<file path="config.mk">
export PLATFORM = sky130hd
export DESIGN_NAME = toggle_monitor_flat
export DESIGN_NICKNAME = d
export VERILOG_FILES = /design/src/rtl/toggle_monitor_pkg.sv /design/src/rtl/toggle_monitor_if.sv /design/src/rtl/toggle_monitor_sync_edge_det.sv /design/src/rtl/toggle_monitor.sv /design/src/flat_wrapper.sv
export SDC_FILE = /design/constraint.sdc
export NUM_CORES = 1
export LEC_CHECK = 0
export BUFFER_PORTS_ARGS = -buffer_cell sky130_fd_sc_hd__buf_2
export CORE_MARGIN = 3
export CORE_UTILIZATION = 45
export CTS_CLUSTER_DIAMETER = 80
export DETAILED_ROUTE_END_ITERATION = 16
export SKIP_LAST_GASP = 1
export SLEW_MARGIN = 25
export SYNTH_ARGS = -nofsm -noshare
export SYNTH_HDL_FRONTEND = slang
export SYNTH_SLANG_ARGS = --single-unit
</file>
<file path="constraint.sdc">
create_clock -name clk -period 5.75 [get_ports clk]
set_clock_uncertainty 0.1 [all_clocks]
set_input_delay 0.575 -clock clk [delete_from_list [all_inputs] [get_ports clk]]
set_output_delay 0.575 -clock clk [all_outputs]
set_load 0.02 [all_outputs]
</file>
<file path="src/rtl/toggle_monitor_pkg.sv">
// Shared types, widths and default parameters for the toggle monitor.
package toggle_monitor_pkg;

  localparam int unsigned CNT_W = 25;

  typedef enum logic [1:0] {
    SEEK  = 2'd0,
    TRACK = 2'd1,
    LOCK  = 2'd2
  } state_t;

  localparam logic [CNT_W-1:0] DEF_EXP_HALF = 25'd12_500_000;
  localparam logic [CNT_W-1:0] DEF_TOL      = 25'd1_000;
  localparam int unsigned      DEF_LOCK_CNT = 4;

  // Registered status payload presented on the monitor interface.
  typedef struct packed {
    logic [CNT_W-1:0] half_period;
    logic             half_valid;
    logic             in_tol;
    logic             locked;
    logic             no_signal;
  } status_t;

  // Unsigned distance between two counts; larger minus smaller never underflows.
  function automatic logic [CNT_W-1:0] abs_diff(input logic [CNT_W-1:0] a,
                                                input logic [CNT_W-1:0] b);
    return (a > b) ? (a - b) : (b - a);
  endfunction

endpackage

</file>
<file path="src/rtl/toggle_monitor_if.sv">
// Signal-under-test and measurement status bundle.
interface toggle_monitor_if;
  import toggle_monitor_pkg::*;

  logic             sig_in;
  logic [CNT_W-1:0] half_period;
  logic             half_valid;
  logic             in_tol;
  logic             locked;
  logic             no_signal;

  modport master (
    output sig_in,
    input  half_period, half_valid, in_tol, locked, no_signal
  );

  modport slave (
    input  sig_in,
    output half_period, half_valid, in_tol, locked, no_signal
  );
endinterface

</file>
<file path="src/rtl/toggle_monitor_sync_edge_det.sv">
// Two-flop synchronizer plus history flop; flags either edge of the input.
module sync_edge_det (
  input  logic clk,
  input  logic rst_n,
  input  logic i_sig,
  output logic o_edge_c
);

  logic r_sync1;
  logic r_sync2;
  logic r_hist;

  // Resetting to 1 makes a low input at release look like one edge.
  always_ff @(posedge clk or negedge rst_n) begin
    if (!rst_n) begin
      r_sync1 <= 1'b1;
      r_sync2 <= 1'b1;
      r_hist  <= 1'b1;
    end else begin
      r_sync1 <= i_sig;
      r_sync2 <= r_sync1;
      r_hist  <= r_sync2;
    end
  end

  assign o_edge_c = r_sync2 ^ r_hist;

endmodule

</file>
<file path="src/rtl/toggle_monitor.sv">
// Measures half-periods of a slow square wave and tracks lock/loss of signal.
module toggle_monitor
  import toggle_monitor_pkg::*;
#(
  parameter logic [CNT_W-1:0] EXP_HALF = DEF_EXP_HALF,
  parameter logic [CNT_W-1:0] TOL      = DEF_TOL,
  parameter int unsigned      LOCK_CNT = DEF_LOCK_CNT,
  parameter logic [CNT_W-1:0] TIMEOUT  = CNT_W'(2 * EXP_HALF)
) (
  input  logic               clk,
  input  logic               rst_n,
  toggle_monitor_if.slave    bus
);

  localparam int unsigned GOOD_W = $clog2(LOCK_CNT + 1);

  localparam status_t RST_STATUS = '{
    half_period: '0,
    half_valid:  1'b0,
    in_tol:      1'b0,
    locked:      1'b0,
    no_signal:   1'b1
  };

  state_t            r_state;
  state_t            w_next_state;
  logic [CNT_W-1:0]  r_cnt;
  logic [GOOD_W-1:0] r_good_cnt;
  logic [GOOD_W-1:0] w_good_next;
  logic [GOOD_W-1:0] w_good_sat;
  status_t           r_status;

  logic              w_edge;
  logic [CNT_W-1:0]  w_meas;
  logic              w_meas_ok;
  logic              w_timeout;
  logic              w_strobe;
  logic              w_clr_cnt;
  logic              w_to_seek;

  sync_edge_det u_sync_edge_det (
    .clk      (clk),
    .rst_n    (rst_n),
    .i_sig    (bus.sig_in),
    .o_edge_c (w_edge)
  );

  // Measurement and tolerance window; cnt never exceeds TIMEOUT-1 so +1 cannot wrap.
  assign w_meas     = r_cnt + CNT_W'(1);
  assign w_meas_ok  = (abs_diff(w_meas, EXP_HALF) <= TOL);
  assign w_timeout  = (r_cnt == TIMEOUT - CNT_W'(1));
  assign w_good_sat = (r_good_cnt == GOOD_W'(LOCK_CNT)) ? r_good_cnt
                                                        : r_good_cnt + GOOD_W'(1);

  // State register.
  always_ff @(posedge clk or negedge rst_n) begin
    if (!rst_n) r_state <= SEEK;
    else        r_state <= w_next_state;
  end

  // Next-state and per-cycle control; an edge always takes priority over timeout.
  always_comb begin
    w_next_state = r_state;
    w_strobe     = 1'b0;
    w_clr_cnt    = 1'b0;
    w_to_seek    = 1'b0;
    w_good_next  = r_good_cnt;
    unique case (r_state)
      SEEK: begin
        if (w_edge) begin
          w_next_state = TRACK;
          w_clr_cnt    = 1'b1;
          w_good_next  = '0;
        end
      end
      TRACK, LOCK: begin
        if (w_edge) begin
          w_strobe  = 1'b1;
          w_clr_cnt = 1'b1;
          if (w_meas_ok) begin
            w_good_next = w_good_sat;
            if (w_good_sat == GOOD_W'(LOCK_CNT)) w_next_state = LOCK;
          end else begin
            w_good_next  = '0;
            w_next_state = TRACK;
          end
        end else if (w_timeout) begin
          w_next_state = SEEK;
          w_to_seek    = 1'b1;
          w_good_next  = '0;
        end
      end
      default: begin
        w_next_state = SEEK;
        w_good_next  = '0;
      end
    endcase
  end

  // Edge-to-edge counter, saturating at TIMEOUT-1.
  always_ff @(posedge clk or negedge rst_n) begin
    if (!rst_n)          r_cnt <= '0;
    else if (w_clr_cnt)  r_cnt <= '0;
    else if (!w_timeout) r_cnt <= r_cnt + CNT_W'(1);
  end

  // Consecutive in-tolerance measurement count.
  always_ff @(posedge clk or negedge rst_n) begin
    if (!rst_n) r_good_cnt <= '0;
    else        r_good_cnt <= w_good_next;
  end

  // Registered status outputs; half_period is held across loss of signal.
  always_ff @(posedge clk or negedge rst_n) begin
    if (!rst_n) begin
      r_status <= RST_STATUS;
    end else begin
      r_status.half_valid <= w_strobe;
      if (w_strobe) begin
        r_status.half_period <= w_meas;
        r_status.in_tol      <= w_meas_ok;
      end else if (w_to_seek) begin
        r_status.in_tol <= 1'b0;
      end
      r_status.locked    <= (w_next_state == LOCK);
      r_status.no_signal <= (w_next_state == SEEK);
    end
  end

  assign bus.half_period = r_status.half_period;
  assign bus.half_valid  = r_status.half_valid;
  assign bus.in_tol      = r_status.in_tol;
  assign bus.locked      = r_status.locked;
  assign bus.no_signal   = r_status.no_signal;

endmodule
</file>
<file path="src/flat_wrapper.sv">
// flat-port wrapper written by rule: the top's interface ports become plain ports
module toggle_monitor_flat import toggle_monitor_pkg::*;
#(
  parameter logic [CNT_W-1:0] EXP_HALF = DEF_EXP_HALF,
  parameter logic [CNT_W-1:0] TOL      = DEF_TOL,
  parameter int unsigned      LOCK_CNT = DEF_LOCK_CNT,
  parameter logic [CNT_W-1:0] TIMEOUT  = CNT_W'(2 * EXP_HALF)
)
  (clk, rst_n, bus_sig_in, bus_half_period, bus_half_valid, bus_in_tol, bus_locked, bus_no_signal);
  toggle_monitor_if bus_i ();
  input  logic clk;
  input  logic rst_n;
  input wire logic [$bits(bus_i.sig_in)-1:0] bus_sig_in;
  output wire logic [$bits(bus_i.half_period)-1:0] bus_half_period;
  output wire logic [$bits(bus_i.half_valid)-1:0] bus_half_valid;
  output wire logic [$bits(bus_i.in_tol)-1:0] bus_in_tol;
  output wire logic [$bits(bus_i.locked)-1:0] bus_locked;
  output wire logic [$bits(bus_i.no_signal)-1:0] bus_no_signal;
  assign bus_i.sig_in = bus_sig_in;
  assign bus_half_period = bus_i.half_period;
  assign bus_half_valid = bus_i.half_valid;
  assign bus_in_tol = bus_i.in_tol;
  assign bus_locked = bus_i.locked;
  assign bus_no_signal = bus_i.no_signal;
  toggle_monitor #(.EXP_HALF(EXP_HALF), .TOL(TOL), .LOCK_CNT(LOCK_CNT), .TIMEOUT(TIMEOUT)) u_core (.clk(clk), .rst_n(rst_n), .bus(bus_i));
endmodule
</file>
==> key figures <==
Floorplan
  • Area of the die: 0.0112 mm²
  • Ports: 32
  • Core Rows: 35
  • Die W: 106 µm
  • Initial Util: 47.3%
  • Die height: 106 µm
  • CORE AREA: 0.00946 mm²

Routing
  • Pre-Repair DR Iteration Count: 5
  • Wire per inst: 19.0 µm
  • DRC violations left: 0
  • Total Wirelength: about 13,000 µm
  • Via count: between 4k and 5k
  • DRT iter0 DRCs: 552
  • Antenna Violating Nets Remaining: 0
  • DR vias/cell: 6.17

Synthesis
  • Register bit total from synthesis: between 60 and 70
  • Asr flop ratio synth: 100%
  • Ys Warns: 0
  • Synth Area in Compound Gates: 20.6%
  • Number of synthesized flops with an enable pin: 0
  • Post-synthesis sequential area ratio: between 30% and 40%
  • Yosys top cell by area: dfrtp_1
  • Most frequent cell after synthesis: nand2_1
  • Mux share of post-synthesis cell area: 2.04%
  • Synth cell types: 85
  • Post-Synth Simple-Gate Area: 26.6%
  • Mapped Nets: 529
  • Post-Synth Adder-Cell Area: 2.52%
  • Mapped Area: 0.00447 mm²
  • Cells after Synth: 517
  • Post-synth top area share: 32.5%
  • Post-Syn Area per Cell: 8.65 µm²
  • Ys flop type: dfrtp_1
  • Top post-synthesis cells by area: dfrtp_1, nand2_1, o21ai_0
  • Top cells by count, synth: nand2_1, dfrtp_1, o21ai_0, nor2_1, nand4_1
  • Post-synthesis xor/xnor area fraction: 7.97%
  • Largest family of logic cells by synthesized area: simple AND/OR/NAND/NOR gates

Status
  • Status: complete, no violations

Worst setup path
  • CP peak stage delay: 0.62 ns
  • R2r setup slk: 0.68 ns
  • CP required: between 5 and 6 ns
  • WP data arrival: 5.26 ns
  • WP buf/inv: 1
  • Worst setup EP type: flip-flop
  • Slowest stage cell, crit path: dfrtp_1
  • Crit start category: flip-flop
  • Worst path top cell family by delay: simple AND/OR/NAND/NOR gates
  • Crit Path Class: flip-flop to flip-flop
  • Most used cell, CP: nand2_1
  • Crit path cell chain: ha_1, and4_1, nand2_1, xor2_1, buf_4, ha_1, and3b_1, and3_1, a311o_1, nand2_1, a31o_2, or3_1, mux2_2, a311o_2, a21oi_4, nand3_4, or4_1, nand2_1
  • Critical path fanouts, max: 15

Power and ir drop
  • Switching Share: about 30%
  • PwrDens: 197 mW/mm²
  • Comb power frac: 11.0%
  • Flop pwr share: between 40% and 50%
  • Worst vdd ir: 103 µV
  • Net Sw Power: 0.286 mW
  • Clock share of power: 39.4%
  • Cell Int Power: 0.662 mW
  • Leakage power total: 2.05 nW
  • Design Power: 0.948 mW

Timing
  • Max Freq: 197 MHz
  • Crit share post-route: 88.2%
  • Slew HR: 37.5%
  • Final hold violation count: 0
  • Final TNS setup: 0 ns
  • Max-slew violations: 0
  • Worst Max-Slew Pin Slew: 0.933 ns
  • Fin crit period: 5.07 ns
  • Unrepaired setup endpoints after global routing: no
  • Final setup fails: 0

Global routing
  • M1 GR Usage: 35.6%
  • Pin count of the biggest net entering global routing: 63
  • Initial antenna violation count: 0
  • M2 GR Usage: 32.7%
  • GR Util All Layers: 23.0%
  • Vias in the first global route: 3,781
  • First-pass GRT wire length: 20,400 µm
  • M3 GR Usage: under 10%
  • Remaining Overflow, GRT: 0
  • GR peak layer: met1

Clock network
  • Total CTS buffers: 9
  • CTS sink cnt: 62
  • Root buf cell: clkbuf_8
  • CTS clk-pin slew, worst paths: around 0.08 ns
  • CTS tree: done
  • Skew-Pair Late Insertion Delay: 0.34 ns
  • # Post-CTS Setup Buffers: 0
  • Clock buffer depth: 2
  • Htree depth: 3
  • Hold-fix buffers, CTS: 0
  • Post_cts resized: 0

Placed design
  • DP HPWL: 9390 µm
  • Routability congestion estimate: 0.972
  • # port buffers: 31

Hold path
  • Hold/Removal Path Class: input pin to flip-flop

Finish
  • Fill cell count: 925
  • Net count, final: between 500 and 600
  • Ant diodes: 0
  • Fraction of layout cells with a size suffix above 1: 18.1%
  • Layout area overhead: 7.81%

Flow run
  • Max_cap viols: 0
## area by class of cell
cell class	count	area [µm²]	area share, %
flip-flops and latches	62	1560	32.3
repair buffers	34	178	3.69
well taps	129	161	3.35
clock inverters	5	41.3	0.856
multi-input cells	407	2670	55.4
clock buffers	11	151	3.14
inverters	16	60.1	1.25
## registers in the layout, summed over array words and instances (netlist names), 2 cells and up
| register | count |
|---|---|
| u_core.bus.half_period | 25 |
| u_core.r_cnt | 25 |
| u_core.r_good_cnt | 3 |
| u_core.r_state | 2 |
## logic make-up (layout without fill, tap and decap cells)
group,Yosys count,count (layout)
adder cells (fa/ha/maj),9,9
flip-flops,62,62
buffers and inverters,48,66
XOR/XNOR,39,39
AO/OA/AOI/OAI,131,131
multiplexers,9,9
AND/OR/NAND/NOR,219,219
## power groups by stage
stage               registers (mW)  clock network (mW)  logic, mW
global placement             0.476                   0      0.105
floorplan                    0.479                   0     0.0691
detailed placement           0.478                   0      0.106
global route                 0.473               0.396      0.118
finish                       0.470               0.374      0.104
CTS                          0.470               0.384      0.106
## path summary, 6_finish.rpt
check / from / to / cells past startpoint
worst max-delay path: u_core.r_cnt[0]$_DFFE_PN0P_ / u_core.bus.no_signal$_DFF_PN1_ / 18
worst min-delay path: bus_sig_in / u_core.u_sync_edge_det.r_sync1$_DFF_PN1_ / 1
worst max register to register: u_core.r_cnt[0]$_DFFE_PN0P_ / u_core.bus.no_signal$_DFF_PN1_ / 18
worst min register to register: u_core.u_sync_edge_det.r_sync1$_DFF_PN1_ / u_core.u_sync_edge_det.r_sync2$_DFF_PN1_ / 0
max in group asynchronous: rst_n / u_core.r_cnt[23]$_DFFE_PN0P_ / 2
min in group asynchronous: rst_n / u_core.bus.half_period[2]$_DFFE_PN0P_ / 2
## through the flow
stage | instance area, µm² | util, % | setup WS, ns | cells | hold WS, ns
after global placement | 4630 | 48.9 | 0.715 | 648 | 0.247
after CTS | 4820 | 51.0 | 0.697 | 664 | 0.226
final | 4820 | 51.0 | 0.680 | 664 | 0.236
after detailed placement | 4630 | 48.9 | 0.734 | 648 | 0.253
after floorplan | 4470 | - | 1.25 | 517 | 0.179
after global routing | 4820 | 51.0 | 0.300 | 664 | 0.229
## cell usage in the layout (no fill, tap or decap), drive strengths merged, types with 5 or more instances in the layout
cell type / netlist / final
nand2: 62 / 62
dfrtp: 58 / 58
o21ai: 44 / 44
nor2: 38 / 38
buf: 14 / 34
nand4: 22 / 22
a21oi: 21 / 21
xnor2: 20 / 20
xor2: 19 / 19
nand3: 19 / 19
inv: 16 / 17
nor3: 16 / 16
clkbuf: 18 / 11
ha: 9 / 9
nor4: 9 / 9
or3: 9 / 9
mux2i: 8 / 8
a31oi: 8 / 8
and2: 8 / 8
and3: 7 / 7
and4: 7 / 7
a31o: 6 / 6
o22ai: 6 / 6
o2111ai: 5 / 5
or4: 5 / 5
## routing by layer
layer / wire length [µm] / share of wire (%) / vias to the layer above
li1: - / - / 1927
met1: 6310 / 50 / 1960
met2: 5210 / 41 / 182
met3: 769 / 6.1 / 29
met4: 335 / 2.7 / 0
met5: 0 / 0 / -
(Power assumes the default switching activity.)
